File: src/rtl/pc_seq_if.sv
// pc_seq_if: fetch-control bundle between pc_sequencer and its execute/imem/Mux_Sel_Dir neighbours
interface pc_seq_if #(parameter int WIDTH = 32);
  logic             stall;
  logic             branch_req;
  logic [WIDTH-1:0] branch_target;
  logic             imem_ready;
  logic             imem_req;
  logic [WIDTH-1:0] pc;
  logic [WIDTH-1:0] direction;
  logic             sel_dir;
  logic             fetch_valid;
  logic             misalign_err;
  modport master (
    input  stall, branch_req, branch_target, imem_ready,
    output imem_req, pc, direction, sel_dir, fetch_valid, misalign_err
  );
  modport slave (
    output stall, branch_req, branch_target, imem_ready,
    input  imem_req, pc, direction, sel_dir, fetch_valid, misalign_err
  );
endinterface

File: src/rtl/pc_sequencer.sv
// pc_sequencer: program-counter owner and fetch sequencer; define PC_SEQ_ALIGN_CHECK_EN to reject misaligned branch targets
module pc_sequencer #(
  parameter int               WIDTH        = 32,
  parameter logic [WIDTH-1:0] RESET_VECTOR = '0,
  parameter int               PC_STEP      = 4
) (
  input logic     clk,
  input logic     reset,
  pc_seq_if.master bus
);
  typedef enum logic [1:0] {S_BOOT, S_FETCH, S_REDIRECT} state_t;
  state_t           state;
  logic [WIDTH-1:0] pc_q;
  logic [WIDTH-1:0] dir_q;
  logic             active;
  logic             bad;
  logic             take;
  logic             fire;
  assign active = state != S_BOOT;
`ifdef PC_SEQ_ALIGN_CHECK_EN
  logic err_q;
  assign bad = active && bus.branch_req && |bus.branch_target[1:0];
  assign bus.misalign_err = err_q;
  // sticky flag for any rejected misaligned redirect
  always_ff @(posedge clk)
    err_q <= reset ? 1'b0 : err_q | bad;
`else
  assign bad = 1'b0;
  assign bus.misalign_err = 1'b0;
`endif
  assign take = !reset && active && bus.branch_req && !bad;
  assign fire = !reset && state == S_FETCH && !bus.branch_req && !bus.stall && bus.imem_ready;
  assign bus.imem_req    = !reset && state == S_FETCH;
  assign bus.pc          = pc_q;
  assign bus.sel_dir     = take;
  assign bus.direction   = take ? bus.branch_target : dir_q;
  assign bus.fetch_valid = fire;
  // every non-branch cycle (boot, bubble or fetch) lands in S_FETCH; a redirect always costs one bubble
  always_ff @(posedge clk) begin
    if (reset) begin
      state <= S_BOOT;
      pc_q  <= RESET_VECTOR;
      dir_q <= '0;
    end else begin
      state <= take ? S_REDIRECT : S_FETCH;
      if (take) begin
        pc_q  <= bus.branch_target;
        dir_q <= bus.branch_target;
      end else if (fire)
        pc_q <= pc_q + WIDTH'(PC_STEP);
    end
  end
endmodule

File: src/flat_wrapper.sv
// flat-port wrapper written by rule: the top's interface ports become plain ports
module pc_sequencer_flat 
#(
  parameter int               WIDTH        = 32,
  parameter logic [WIDTH-1:0] RESET_VECTOR = '0,
  parameter int               PC_STEP      = 4
)
  (clk, reset, bus_stall, bus_branch_req, bus_branch_target, bus_imem_ready, bus_imem_req, bus_pc, bus_direction, bus_sel_dir, bus_fetch_valid, bus_misalign_err);
  pc_seq_if #(.WIDTH(WIDTH)) bus_i ();
  input logic clk;
  input logic reset;
  input wire logic [$bits(bus_i.stall)-1:0] bus_stall;
  input wire logic [$bits(bus_i.branch_req)-1:0] bus_branch_req;
  input wire logic [$bits(bus_i.branch_target)-1:0] bus_branch_target;
  input wire logic [$bits(bus_i.imem_ready)-1:0] bus_imem_ready;
  output wire logic [$bits(bus_i.imem_req)-1:0] bus_imem_req;
  output wire logic [$bits(bus_i.pc)-1:0] bus_pc;
  output wire logic [$bits(bus_i.direction)-1:0] bus_direction;
  output wire logic [$bits(bus_i.sel_dir)-1:0] bus_sel_dir;
  output wire logic [$bits(bus_i.fetch_valid)-1:0] bus_fetch_valid;
  output wire logic [$bits(bus_i.misalign_err)-1:0] bus_misalign_err;
  assign bus_i.stall = bus_stall;
  assign bus_i.branch_req = bus_branch_req;
  assign bus_i.branch_target = bus_branch_target;
  assign bus_i.imem_ready = bus_imem_ready;
  assign bus_imem_req = bus_i.imem_req;
  assign bus_pc = bus_i.pc;
  assign bus_direction = bus_i.direction;
  assign bus_sel_dir = bus_i.sel_dir;
  assign bus_fetch_valid = bus_i.fetch_valid;
  assign bus_misalign_err = bus_i.misalign_err;
  pc_sequencer #(.WIDTH(WIDTH), .RESET_VECTOR(RESET_VECTOR), .PC_STEP(PC_STEP)) u_core (.clk(clk), .reset(reset), .bus(bus_i));
endmodule
File: config.mk
export PLATFORM = sky130hd
export DESIGN_NAME = pc_sequencer_flat
export DESIGN_NICKNAME = d
export VERILOG_FILES = /design/src/rtl/pc_seq_if.sv /design/src/rtl/pc_sequencer.sv /design/src/flat_wrapper.sv
export SDC_FILE = /design/constraint.sdc
export NUM_CORES = 1
export LEC_CHECK = 0
export CORE_MARGIN = 1
export CORE_UTILIZATION = 50
export DETAILED_ROUTE_END_ITERATION = 6
export HOLD_SLACK_MARGIN = 0.06
export PLACE_DENSITY_LB_ADDON = 0.3
export SLEW_MARGIN = 30
export SYNTH_ARGS = -nofsm -noshare
export SYNTH_HDL_FRONTEND = slang
export SYNTH_SLANG_ARGS = --single-unit
File: constraint.sdc
create_clock -name clk -period 5.26 [get_ports clk]
set_input_delay 1.578 -clock clk [delete_from_list [all_inputs] [get_ports clk]]
set_output_delay 1.578 -clock clk [all_outputs]
set_load 0.01 [all_outputs]
==> Yosys cells after proc, flatten, opt, wreduce, memory -nomap -nowiden <==
Cells that the tools add are included.
{ "totals": {"inputBits": 37, "out_inout_bits": 68, "wordCells": 20, "reg_bits": 66} }
{ "classes": {"n_addsub": 1, "muxes": 4, "n_reduce_logical": 11, "n_eq_ne": 1} }
{ "ops": {"columns": ["operator", "n"], "rows": [
  ["32-bit 2-to-1 mux", 3],
  ["32-bit by 3-bit adder with 32-bit output, second input constant", 1],
  ["1-bit logical AND", 6],
  ["2-bit nonzero test", 2],
  ["1-bit zero test", 3],
  ["2-bit by 1-bit equality test with 1-bit output, second input constant", 1],
  ["2-bit 2-to-1 mux", 1]
]} }

==> Depth between registers and ports, before layout <==
{ "logic_depth": {"depth_word": 7, "depth_mapped": 8, "depth_no_buf": 6} }

==> Least setup slack after synthesis <==
OpenSTA, ideal clock, no wires.
{ "synth_timing": {"kind": "in2out", "start": "input port reset", "end": "output port bus_direction[20]", "arrival_ps": 2563, "cell_stages": 7, "slack_ps": 1119, "n_path_buf": 2, "required_time_ps": 3682, "path_cell_list": "buf_2 -> inv_1 -> nand2_1 -> clkinv_1 -> buf_2 -> nand2_1 -> nand2_1"} }
{ "synth_between": {"elab_chain_len": 4} }
{ "synth_lines": {"columns": ["element", "line_no", "text"], "rows": [
  ["from (decl)", "flat_wrapper.sv:11", "input logic reset;"],
  ["1-bit zero test", "pc_sequencer.sv:31", "assign take = !reset && active && bus.branch_req && !bad;"],
  ["1-bit logical AND (2 in a row)", "pc_sequencer.sv:31", null],
  ["named net bus_sel_dir", "flat_wrapper.sv:19", "output wire logic [$bits(bus_i.sel_dir)-1:0] bus_sel_dir;"],
  ["32-bit 2-to-1 mux", "pc_sequencer.sv:36", "assign bus.direction = take ? bus.branch_target : dir_q;"],
  ["to (decl)", "flat_wrapper.sv:18", "output wire logic [$bits(bus_i.direction)-1:0] bus_direction;"]
]} }
The timed path passes the listed nets, and every way through them passes these cells.

==> Final worst setup path <==
{ "layout_timing": {"start": "input port bus_branch_req", "end": "output port bus_direction[30]"} }
{ "layout_between": {"elab_chain_len": 2} }
{ "layout_lines": {"columns": ["element", "line_no", "text"], "rows": [
  ["from (decl)", "flat_wrapper.sv:13", "input wire logic [$bits(bus_i.branch_req)-1:0] bus_branch_req;"],
  ["1-bit logical AND", "pc_sequencer.sv:31", null],
  ["32-bit 2-to-1 mux", "pc_sequencer.sv:36", null]
]} }
Every way passes these cells.

==> impl_metrics.env <==
export IMPL_layout_min_cycle_time_ns=4.97
export IMPL_die_x_um=81.8
export IMPL_fin_crit_sh=0.945
export IMPL_antenna_found_initial=0
export IMPL_grt_pass1_vias=3011
export IMPL_final_common_cell="nand2_1"
export IMPL_startpoint_type="input port"
export IMPL_fin_cells=583
export IMPL_syn_inst=405
export IMPL_synthesis_nets=443
export IMPL_drive_gt1_frac=0.0906
export IMPL_finalSetupTns_ns=0
export IMPL_routed_wl_mm=9.27
export IMPL_diodes=0
export IMPL_via_per_inst=5.64
export IMPL_fin_nets=541
export IMPL_postSynth_asyncResetShare=0
export IMPL_vias=3291
export IMPL_p_per_area_nw_per_um2=270
export IMPL_synth_ff_latch_count=66
export IMPL_worstMarginPinSlew_ns=0.661
export IMPL_cts_made_buffers=9
export IMPL_syn_area_um2=3180
export IMPL_rows=28
export IMPL_cts_path_max_buffers=2
export IMPL_hold_class="reg2reg"
export IMPL_drv_slew=0
export IMPL_drc=0
export IMPL_crit_fanout=34
export IMPL_insertion_delay_ns=0.35
export IMPL_cap_violations=0
export IMPL_synth_edf_count=0
export IMPL_die_y_um=81.8
export IMPL_grt_max_degree=48
export IMPL_final_hold_viol_count=0
export IMPL_cp_slowest_stage_delay_ns=0.55
export IMPL_arrival_ns=3.39
export IMPL_cp_common_cell="nand2_1"
export IMPL_end_kind="output port"
export IMPL_slew_headroom=0.557
export IMPL_yosys_cell_types_count=51
export IMPL_leakagePower_nw=1.70
export IMPL_ctsResizeCount=0
export IMPL_required_ns=3.68
export IMPL_max_freq_ghz=0.201
export IMPL_yosysSeqAreaShare=0.415
export IMPL_yosys_warnings=0
export IMPL_htreeDepth=3
export IMPL_fill_cells=466
export IMPL_status="complete, no violations"
export IMPL_grt_pass1_wl_mm=14.3
export IMPL_criticalPathCategory="in2out"
export IMPL_area_growth_pct=40.3
export IMPL_drt_first_pass_iters=4
export IMPL_final_cell_mix="nand2_1 (118), clkdlybuf4s50_1 (102), dfxtp_1 (66), a21oi_1 (56), o21ai_0 (23)"
export IMPL_port_buffers=103
export IMPL_initial_core_util=0.528
export IMPL_cts_setup_buffers=0
export IMPL_core_area_um2=6030
export IMPL_dp_cells=567
export IMPL_cp_slowest_cell="clkdlybuf4s50_1"
export IMPL_crit_chain="clkdlybuf4s50_1 -> o21a_1 -> nand2_1 -> clkinv_1 -> buf_12 -> nand2_1 -> nand2_1 -> clkdlybuf4s50_1"
export IMPL_drt_wirelength_per_cell_um=15.9
export IMPL_ir_drop_mv=0.305
export IMPL_setup_violations=0
export IMPL_clkSinkCount=66
export IMPL_drt_iter0_drc=260
export IMPL_gp_congestion=0.864
export IMPL_postRouteAntennaNets=0
export IMPL_ctsHoldBuffers=0
export IMPL_io_pin_count=105
export IMPL_dp_hpwl_mm=6.61
export IMPL_clockRootBuffer="clkbuf_8"
export IMPL_finClkSkew_ns=0.00747
export IMPL_rsz0062_at_grt="false"
export IMPL_grtUsageTotal=0.287
export IMPL_yosys_most_used_dff="dfxtp_1"
export IMPL_syn_area_per_cell_um2=7.86
export IMPL_cts_tree="built"
export IMPL_die_area_um2=6690
export IMPL_grt_overflow=0
export IMPL_clk_pin_slew_ns=0.08
## final timing paths
check / start / endpoint / slack (ns) / depth (start not counted)
hold reg to reg: u_core.dir_q[8]$_SDFF_PP0_ / u_core.dir_q[8]$_SDFF_PP0_ / 0.47 / 2
hold / removal: u_core.dir_q[8]$_SDFF_PP0_ / u_core.dir_q[8]$_SDFF_PP0_ / 0.47 / 2
setup / recovery: bus_branch_req / bus_direction[30] / 0.29 / 8
setup reg to reg: u_core.state[0]$_SDFF_PP0_ / u_core.bus.pc[17]$_SDFFE_PP0P_ / 3.16 / 5
## routing by layer
layer,wire [um],track usage
met2,4580,0.461
met5,0,0
met1,3780,0.349
met3,769,0.0944
met4,144,0.128
## cell usage after synthesis, types with 4 or more instances
| cell type | count | area, um^2 |
|---|---|---|
| nand3_1 | 6 | 30.0 |
| a211oi_1 | 4 | 30.0 |
| nor2_1 | 11 | 41.3 |
| buf_2 | 7 | 35.0 |
| nor3_1 | 11 | 55.1 |
| nand4_1 | 5 | 31.3 |
| dfxtp_1 | 66 | 1320 |
| clkbuf_1 | 13 | 48.8 |
| nand2_1 | 118 | 443 |
| inv_1 | 6 | 22.5 |
| a21oi_1 | 56 | 280 |
| xnor2_1 | 19 | 166 |
| o21ai_0 | 24 | 120 |
| and4_1 | 4 | 35.0 |
## report_power, final
| part | switching (mW) | internal (mW) |
|---|---|---|
| Combinational | 0.101 | 0.116 |
| Clock | 0.212 | 0.222 |
| Sequential | 0.0273 | 0.527 |
## cell families after synthesis
| group | share of synthesized area |
|---|---|
| flops | 0.415 |
| mux | 0.00629 |
| fa+ha+maj | 0.00393 |
| buf+inv | 0.0475 |
| other cells | 0.00118 |
| xor+xnor | 0.0578 |
| compound gates | 0.183 |
| simple gates | 0.286 |
## area by class of cell
class	count	area (um^2)	share of cell area
clock buffer	9	124	0.0277
clock inverter	7	76.3	0.0171
inverter	8	30.0	0.00672
multi-input combinational	306	1720	0.384
sequential	66	1320	0.296
tap	75	93.8	0.0210
timing repair buffer	112	1110	0.248
## through the flow
step | total power, mW | util | hold slack, ns | instance area [um^2] | worst slack [ns]
detailed placement | 0.779 | 0.708 | 0.455 | 4270 | 0.336
global route | 1.25 | 0.741 | 0.485 | 4470 | 0.168
CTS | 1.21 | 0.741 | 0.468 | 4470 | 0.293
finish | 1.20 | 0.741 | 0.468 | 4470 | 0.289
global placement | 0.774 | 0.708 | 0.441 | 4270 | 0.364
floorplan | 0.656 | - | 0.444 | 3180 | 1.12
## flip-flops by register name (all words and copies together), names as in the netlist
signal / count
u_core.bus.pc: 32
u_core.state: 2
u_core.dir_q: 32
## critical path: cells and delay by family
| kind | cells | cell delay (ns) |
|---|---|---|
| AOI/OAI and AO/OA | 1 | 0.14 |
| buffers and inverters | 4 | 1.32 |
| and+or+nand+nor | 3 | 0.32 |
Note: power is estimated with default switching activity, not from simulation.
